$ cat src/rtl/bs_pkg.sv
`default_nettype none
//==============================================================================
// bs_pkg - shared mode encoding and sizing helper for the pipelined barrel shifter
// Rev 1.0
//==============================================================================
package bs_pkg;

   localparam int BS_MODE_W = 3;

   typedef enum logic [BS_MODE_W-1:0] {
      BS_ROL = 3'd0,
      BS_ROR = 3'd1,
      BS_SLL = 3'd2,
      BS_SRL = 3'd3,
      BS_SRA = 3'd4
   } bs_mode_e;

   function automatic int shamt_w(input int width);
      return (width > 2) ? $clog2(width) : 1;
   endfunction

endpackage
`default_nettype wire

$ cat src/rtl/bs_stage.sv
`default_nettype none
//==============================================================================
// bs_stage - one conditional 2^STAGE_IDX shift/rotate plus its pipeline register.
// Carry tracking present only when BS_FLAGS_EN is defined.  Rev 1.0
//==============================================================================
module bs_stage
   import bs_pkg::*;
#(
   parameter int WIDTH     = 8,
   parameter int SHAMT_W   = 3,
   parameter int STAGE_IDX = 0
) (
   input  logic                 clk,
   input  logic                 rst_n,
   input  logic                 up_valid,
   output logic                 up_ready,
   input  logic [WIDTH-1:0]     up_data,
   input  logic [SHAMT_W-1:0]   up_shamt,
   input  logic [BS_MODE_W-1:0] up_mode,
`ifdef BS_FLAGS_EN
   input  logic                 up_carry,
   output logic                 dn_carry,
`endif
   input  logic                 up_sign,
   output logic                 dn_valid,
   input  logic                 dn_ready,
   output logic [WIDTH-1:0]     dn_data,
   output logic [SHAMT_W-1:0]   dn_shamt,
   output logic [BS_MODE_W-1:0] dn_mode,
   output logic                 dn_sign
);

   localparam int DIST = 1 << STAGE_IDX;

   logic                 w_take;
   logic [WIDTH-1:0]     w_data;
   logic                 r_valid;
   logic [WIDTH-1:0]     r_data;
   logic [SHAMT_W-1:0]   r_shamt;
   logic [BS_MODE_W-1:0] r_mode;
   logic                 r_sign;

   assign w_take   = up_shamt[STAGE_IDX];
   assign up_ready = !r_valid || dn_ready;

   // SRA fills from the operand's original MSB, not the partially shifted word
   always_comb begin
      w_data = up_data;
      if (w_take) begin
         case (up_mode)
            BS_ROL:  w_data = (up_data << DIST) | (up_data >> (WIDTH - DIST));
            BS_ROR:  w_data = (up_data >> DIST) | (up_data << (WIDTH - DIST));
            BS_SLL:  w_data = up_data << DIST;
            BS_SRL:  w_data = up_data >> DIST;
            BS_SRA:  w_data = (up_data >> DIST) | ({WIDTH{up_sign}} << (WIDTH - DIST));
            default: w_data = up_data;
         endcase
      end
   end

`ifdef BS_FLAGS_EN
   logic w_carry;
   logic r_carry;

   always_comb begin
      w_carry = up_carry;
      if (w_take) begin
         case (up_mode)
            BS_ROL, BS_SLL:         w_carry = up_data[WIDTH-DIST];
            BS_ROR, BS_SRL, BS_SRA: w_carry = up_data[DIST-1];
            default:                w_carry = up_carry;
         endcase
      end
   end

   assign dn_carry = r_carry;
`endif

   always_ff @(posedge clk) begin
      if (!rst_n) begin
         r_valid <= 1'b0;
         r_data  <= '0;
         r_shamt <= '0;
         r_mode  <= '0;
         r_sign  <= 1'b0;
`ifdef BS_FLAGS_EN
         r_carry <= 1'b0;
`endif
      end else if (up_ready) begin
         r_valid <= up_valid;
         if (up_valid) begin
            r_data  <= w_data;
            r_shamt <= up_shamt;
            r_mode  <= up_mode;
            r_sign  <= up_sign;
`ifdef BS_FLAGS_EN
            r_carry <= w_carry;
`endif
         end
      end
   end

   assign dn_valid = r_valid;
   assign dn_data  = r_data;
   assign dn_shamt = r_shamt;
   assign dn_mode  = r_mode;
   assign dn_sign  = r_sign;

endmodule
`default_nettype wire

$ cat src/rtl/pipelined_barrel_shifter.sv
`default_nettype none
//==============================================================================
// pipelined_barrel_shifter - SHAMT_W-stage valid/ready log shifter, 1 beat/clk.
// Define BS_FLAGS_EN to add out_zero/out_carry.  Rev 1.0
//==============================================================================
module pipelined_barrel_shifter
   import bs_pkg::*;
#(
   parameter int WIDTH   = 8,
   parameter int SHAMT_W = shamt_w(WIDTH)
) (
   input  logic                 clk,
   input  logic                 rst_n,
   input  logic                 in_valid,
   output logic                 in_ready,
   input  logic [WIDTH-1:0]     in_data,
   input  logic [SHAMT_W-1:0]   in_shamt,
   input  logic [BS_MODE_W-1:0] in_mode,
`ifdef BS_FLAGS_EN
   output logic                 out_zero,
   output logic                 out_carry,
`endif
   output logic                 out_valid,
   input  logic                 out_ready,
   output logic [WIDTH-1:0]     out_data
);

   localparam int N = SHAMT_W;

   // index 0 is the input port, index k+1 the register of stage k
   logic [N:0]           w_valid;
   logic [N:0]           w_ready;
   logic [WIDTH-1:0]     w_data  [N+1];
   logic [SHAMT_W-1:0]   w_shamt [N+1];
   logic [BS_MODE_W-1:0] w_mode  [N+1];
   logic                 w_sign  [N+1];
`ifdef BS_FLAGS_EN
   logic [N:0]           w_carry;
   assign w_carry[0] = 1'b0;
`endif

   assign w_valid[0] = in_valid;
   assign w_data[0]  = in_data;
   assign w_shamt[0] = in_shamt;
   assign w_mode[0]  = in_mode;
   assign w_sign[0]  = in_data[WIDTH-1];
   assign w_ready[N] = out_ready;
   assign in_ready   = w_ready[0];

   for (genvar k = 0; k < N; k++) begin : g_stage
      bs_stage #(
         .WIDTH     (WIDTH),
         .SHAMT_W   (SHAMT_W),
         .STAGE_IDX (k)
      ) u_stage (
         .clk      (clk),
         .rst_n    (rst_n),
         .up_valid (w_valid[k]),
         .up_ready (w_ready[k]),
         .up_data  (w_data[k]),
         .up_shamt (w_shamt[k]),
         .up_mode  (w_mode[k]),
`ifdef BS_FLAGS_EN
         .up_carry (w_carry[k]),
         .dn_carry (w_carry[k+1]),
`endif
         .up_sign  (w_sign[k]),
         .dn_valid (w_valid[k+1]),
         .dn_ready (w_ready[k+1]),
         .dn_data  (w_data[k+1]),
         .dn_shamt (w_shamt[k+1]),
         .dn_mode  (w_mode[k+1]),
         .dn_sign  (w_sign[k+1])
      );
   end

   assign out_valid = w_valid[N];
   assign out_data  = w_data[N];

`ifdef BS_FLAGS_EN
   assign out_zero  = w_valid[N] && (w_data[N] == '0);
   assign out_carry = w_carry[N];
`endif

endmodule
`default_nettype wire

$ cat config.mk
export PLATFORM = sky130hd
export DESIGN_NAME = pipelined_barrel_shifter
export DESIGN_NICKNAME = d
export VERILOG_FILES = /design/src/rtl/bs_pkg.sv /design/src/rtl/bs_stage.sv /design/src/rtl/pipelined_barrel_shifter.sv
export SDC_FILE = /design/constraint.sdc
export NUM_CORES = 1
export LEC_CHECK = 0
export ABC_CLOCK_PERIOD_IN_PS = 1300
export CAP_MARGIN = 10
export CORE_ASPECT_RATIO = 0.8
export CORE_UTILIZATION = 35
export CTS_BUF_LIST = sky130_fd_sc_hd__clkbuf_8
export DETAILED_ROUTE_END_ITERATION = 6
export GPL_ROUTABILITY_DRIVEN = 0
export REMOVE_ABC_BUFFERS = 1
export SYNTH_ARGS = -nofsm -noshare
export SYNTH_HDL_FRONTEND = slang
export SYNTH_SLANG_ARGS = --single-unit
export TNS_END_PERCENT = 20
$ cat constraint.sdc
create_clock -name clk -period 1.3 [get_ports clk]
set_clock_uncertainty 0.05 [all_clocks]
set_input_delay 0.26 -clock clk [delete_from_list [all_inputs] [get_ports clk]]
set_output_delay 0.26 -clock clk [all_outputs]
set_load 0.01 [all_outputs]
==> results.yml, run 1 <==
status:
  run_status: "finished with violations"
  violations: "setup timing"
timing:
  final_hold_viol_count: 0
  whs_ps: 415
  slew_viol_final: 0
  timing.final.ws_setup_ps: -61.8
  rsz0062_at_grt: "true"
  timing.setup.tns_ps: -238
  period_share_pct: 105
  tightest_slew_ps: 301
  setup_viol: 8
  period_needed_ps: 1360
  fmax_mhz: 734
  timing.slew.headroom_pct: 79.9
clocking:
  cts-root-buf: "clkbuf_8"
  cts_max_level: 2
  holdBufCountCts: 0
  tritoncts: "done"
  clock_sinks: 38
  clkTransAtPathRegs_ps: 70
  clock_tree.buffer_depth: 2
  clk-insertion-delay-late_ps: 280
  cts-buffers-inserted: 5
floorplanning:
  rows: 24
  ioPinCount: 28
  dieArea_um2: 5960
  start_util_pct: 36.4
  die_height_um: 69.2
  coreArea_um2: 5440
  die_x_um: 86.1
power_and_ir_drop:
  peakVddDrop_mv: 0.385
  p_clk_share_pct: 31.1
  switching_share_pct: 26.5
  switching_power_mw: 0.698
  share_seq_of_total_power_pct: 48.5
  p_comb_share_pct: 20.4
  p_int_mw: 1.94
  power.density_nw_per_um2: 905
  p_leak_nw: 1.17
routing:
  wl_um: 5000
  ant_nets: 0
  vias: 1923
  drc: 0
  via_per_inst: 5.05
  drt-initial-drc-count: 65
  drt_pass1_iterations: 4
  wl_per_cell_um: 13.1
setup_path:
  critPathCaptureType: "register"
  worstSetupStartpointType: "register"
  crit_arrival_ps: 1510
  slowest_stage: "dfxtp_4"
  cp_max_fo: 6
  cp_slowest_stage_delay_ps: 370
  r2r_cells: 6
  timing.rr.start: "g_stage[0].u_stage.dn_mode[0]"
  r2r_slack_ps: -60
  worstPathRequired_ps: 1450
  path_cells: "buf_6, buf_4, nand2b_4, a21oi_2, nor2_2, o31ai_2"
  critPathKind: "register to register"
  r2r-end: "g_stage[1].u_stage.dn_data[7]"
synth:
  yosys-top-cells-area: "dfxtp_1 38%, nand2_1 6.1%, mux2_2 5.1%, a21boi_0 4.6%, o31ai_1 4.2%"
  avgSynthCellArea_um2: 8.31
  yosysTopAreaCellShare_pct: 38.5
  synth_seq_area_share_pct: 38.5
  synth_cell_types: 39
  ys.warnings.count: 0
  synthCells: 238
  synth-seq-cells: 38
  netlist_area_um2: 1980
  synth_area_leader_cell: "dfxtp_1"
worst_hold_path:
  hold_start: "g_stage[2].u_stage.dn_data[4]"
  min_path_cells: 2
  hp-class: "register to register"
  hold_end: "g_stage[2].u_stage.dn_data[4]"
layout:
  num-fill-cells: 521
  antenna_cells_inserted: 0
  finalNonFillerCells: 381
  syn2layout_area_growth_pct: 47.4
  nNetsFinal: 320
  drive_gt1_share_pct: 34.7
  fin_area_um2: 2920
  final_cell_mix: "33 x buf_4, 29 x dfxtp_1, 26 x nand2_1, 16 x nand3_1, 14 x clkdlybuf4s50_1"
  final_common_cell: "buf_4"
  fin_util_pct: 53.6
place:
  dpl.cell_count: 368
  numPortBuffers: 27
  placed_cell_area_um2: 2630
  hpwl_um: 3750
global_route:
  grt_overflow_total: 0
  antenna_found_initial: 0
  grt_pass1_wl_um: 8170
  track_usage_pct: 17.0
  grt_max_degree: 16
  grt_pass1_vias: 1787
run:
  drv_cap: 0
[worst max-delay path, delay by kind of cell, from the launching register on]
family	cells	cell delay, ps
simple gates	2	200
flops	1	370
compound gates	2	400
buf+inv	2	250
[Yosys cell counts]
library cell  number
nand3_1           16
a221oi_1           4
clkbuf_1           6
mux2i_1            7
nand2b_1           4
o21ai_1            2
a21boi_0          12
o21ai_0           15
o22ai_1            4
and2_1             8
a211oi_1           2
nand2_2            1
dfxtp_1           38
buf_6              1
nor3b_1            1
o221ai_1           1
nor2_1            13
nor4b_1            1
o311ai_0           1
buf_2              4
or3_1              2
nand3b_1           3
a21oi_4            1
nand2_1           32
and3b_1            1
o21a_1             5
mux2_2             9
nor2b_1            3
o2111a_1           2
buf_4              1
or3b_1             1
buf_1              1
inv_1              5
nand4b_1           1
a21oi_1           14
o31ai_1           11
o211ai_1           2
a21boi_1           2
o41ai_1            1
[flip-flops by register name, summed over array words and instances, names as in the netlist]
signal and flops:
g_stage.u_stage.dn_sign 2, g_stage.u_stage.dn_mode 6, g_stage.u_stage.dn_valid 3, g_stage.u_stage.dn_data 24
g_stage.u_stage.dn_shamt 3
[power by group through the flow]
| stage | logic (mW) | clock network (mW) | registers [mW] |
|---|---|---|---|
| finish | 0.537 | 0.821 | 1.28 |
| global route | 0.586 | 0.886 | 1.29 |
| CTS | 0.493 | 0.841 | 1.27 |
| global placement | 0.468 | 0 | 1.30 |
| floorplan | 0.201 | 0 | 1.30 |
| detailed placement | 0.471 | 0 | 1.30 |
[repair_timing]
item	in CTS	in global routing
buffers inserted	5	1
resized for setup	35	41
pin swaps	11	19
setup endpoints to repair	39	36
[metrics by stage]
stage | power, mW | setup slack, ps
2_1_floorplan | 1.50 | -165
3_3_place_gp | 1.77 | -532
3_5_place_dp | 1.77 | -533
4_1_cts | 2.61 | -66.6
5_1_grt | 2.76 | -89.6
6_report | 2.64 | -61.8
[cells by family after synthesis]
kind of cell           count (synthesis)  share of synthesized area [%]
AO/OA/AOI/OAI                         79                           27.1
AND/OR/NAND/NOR                       87                           21.6
multiplexers                          16                           8.67
buffers and inverters                 18                           4.24
flip-flops                            38                           38.5
[routing by layer]
metal | wire [um] | vias up | GRT usage [%]
met1 | 2420 | 876 | 22.8
met2 | 2350 | 47 | 27.6
met5 | 0 | - | 0
met4 | 31 | 0 | 3.70
met3 | 193 | 4 | 4.17
li1 | - | 996 | -
[worst max path at each step]
| stage | from | to | slack, ps | cells past startpoint |
|---|---|---|---|---|
| 2_1_floorplan | g_stage[0].u_stage.dn_mode[2] | g_stage[1].u_stage.dn_data[0] | -170 | 4 |
| 3_3_place_gp | out_ready | in_ready | -530 | 3 |
| 3_5_place_dp | out_ready | in_ready | -530 | 3 |
| 4_1_cts | g_stage[0].u_stage.dn_mode[0] | g_stage[1].u_stage.dn_data[1] | -70 | 4 |
| 5_1_grt | g_stage[0].u_stage.dn_mode[0] | g_stage[1].u_stage.dn_data[1] | -90 | 4 |
| 6_report | g_stage[0].u_stage.dn_mode[0] | g_stage[1].u_stage.dn_data[7] | -60 | 6 |
[area by class of cell]
| class | count | area (um^2) | area share, % |
|---|---|---|---|
| inverters | 5 | 18.8 | 0.644 |
| repair buffers | 70 | 651 | 22.3 |
| flip-flops and latches | 38 | 774 | 26.6 |
| clock inverters | 2 | 8.76 | 0.300 |
| well taps | 78 | 97.6 | 3.35 |
| clock buffers | 6 | 82.6 | 2.83 |
| multi-input cells | 182 | 1280 | 44.0 |
(Power assumes the default switching activity.)
==> inputs of run 2 (changes only) <==
--- a/config.mk
+++ b/config.mk
@@ -13,6 +13,7 @@
 export DETAILED_ROUTE_END_ITERATION = 6
 export GPL_ROUTABILITY_DRIVEN = 0
 export REMOVE_ABC_BUFFERS = 1
+export SLEW_MARGIN = 20
 export SYNTH_ARGS = -nofsm -noshare
 export SYNTH_HDL_FRONTEND = slang
 export SYNTH_SLANG_ARGS = --single-unit
==> results of run 2 <==
The final DEF is identical to that of run 1; final timing and power are the same.
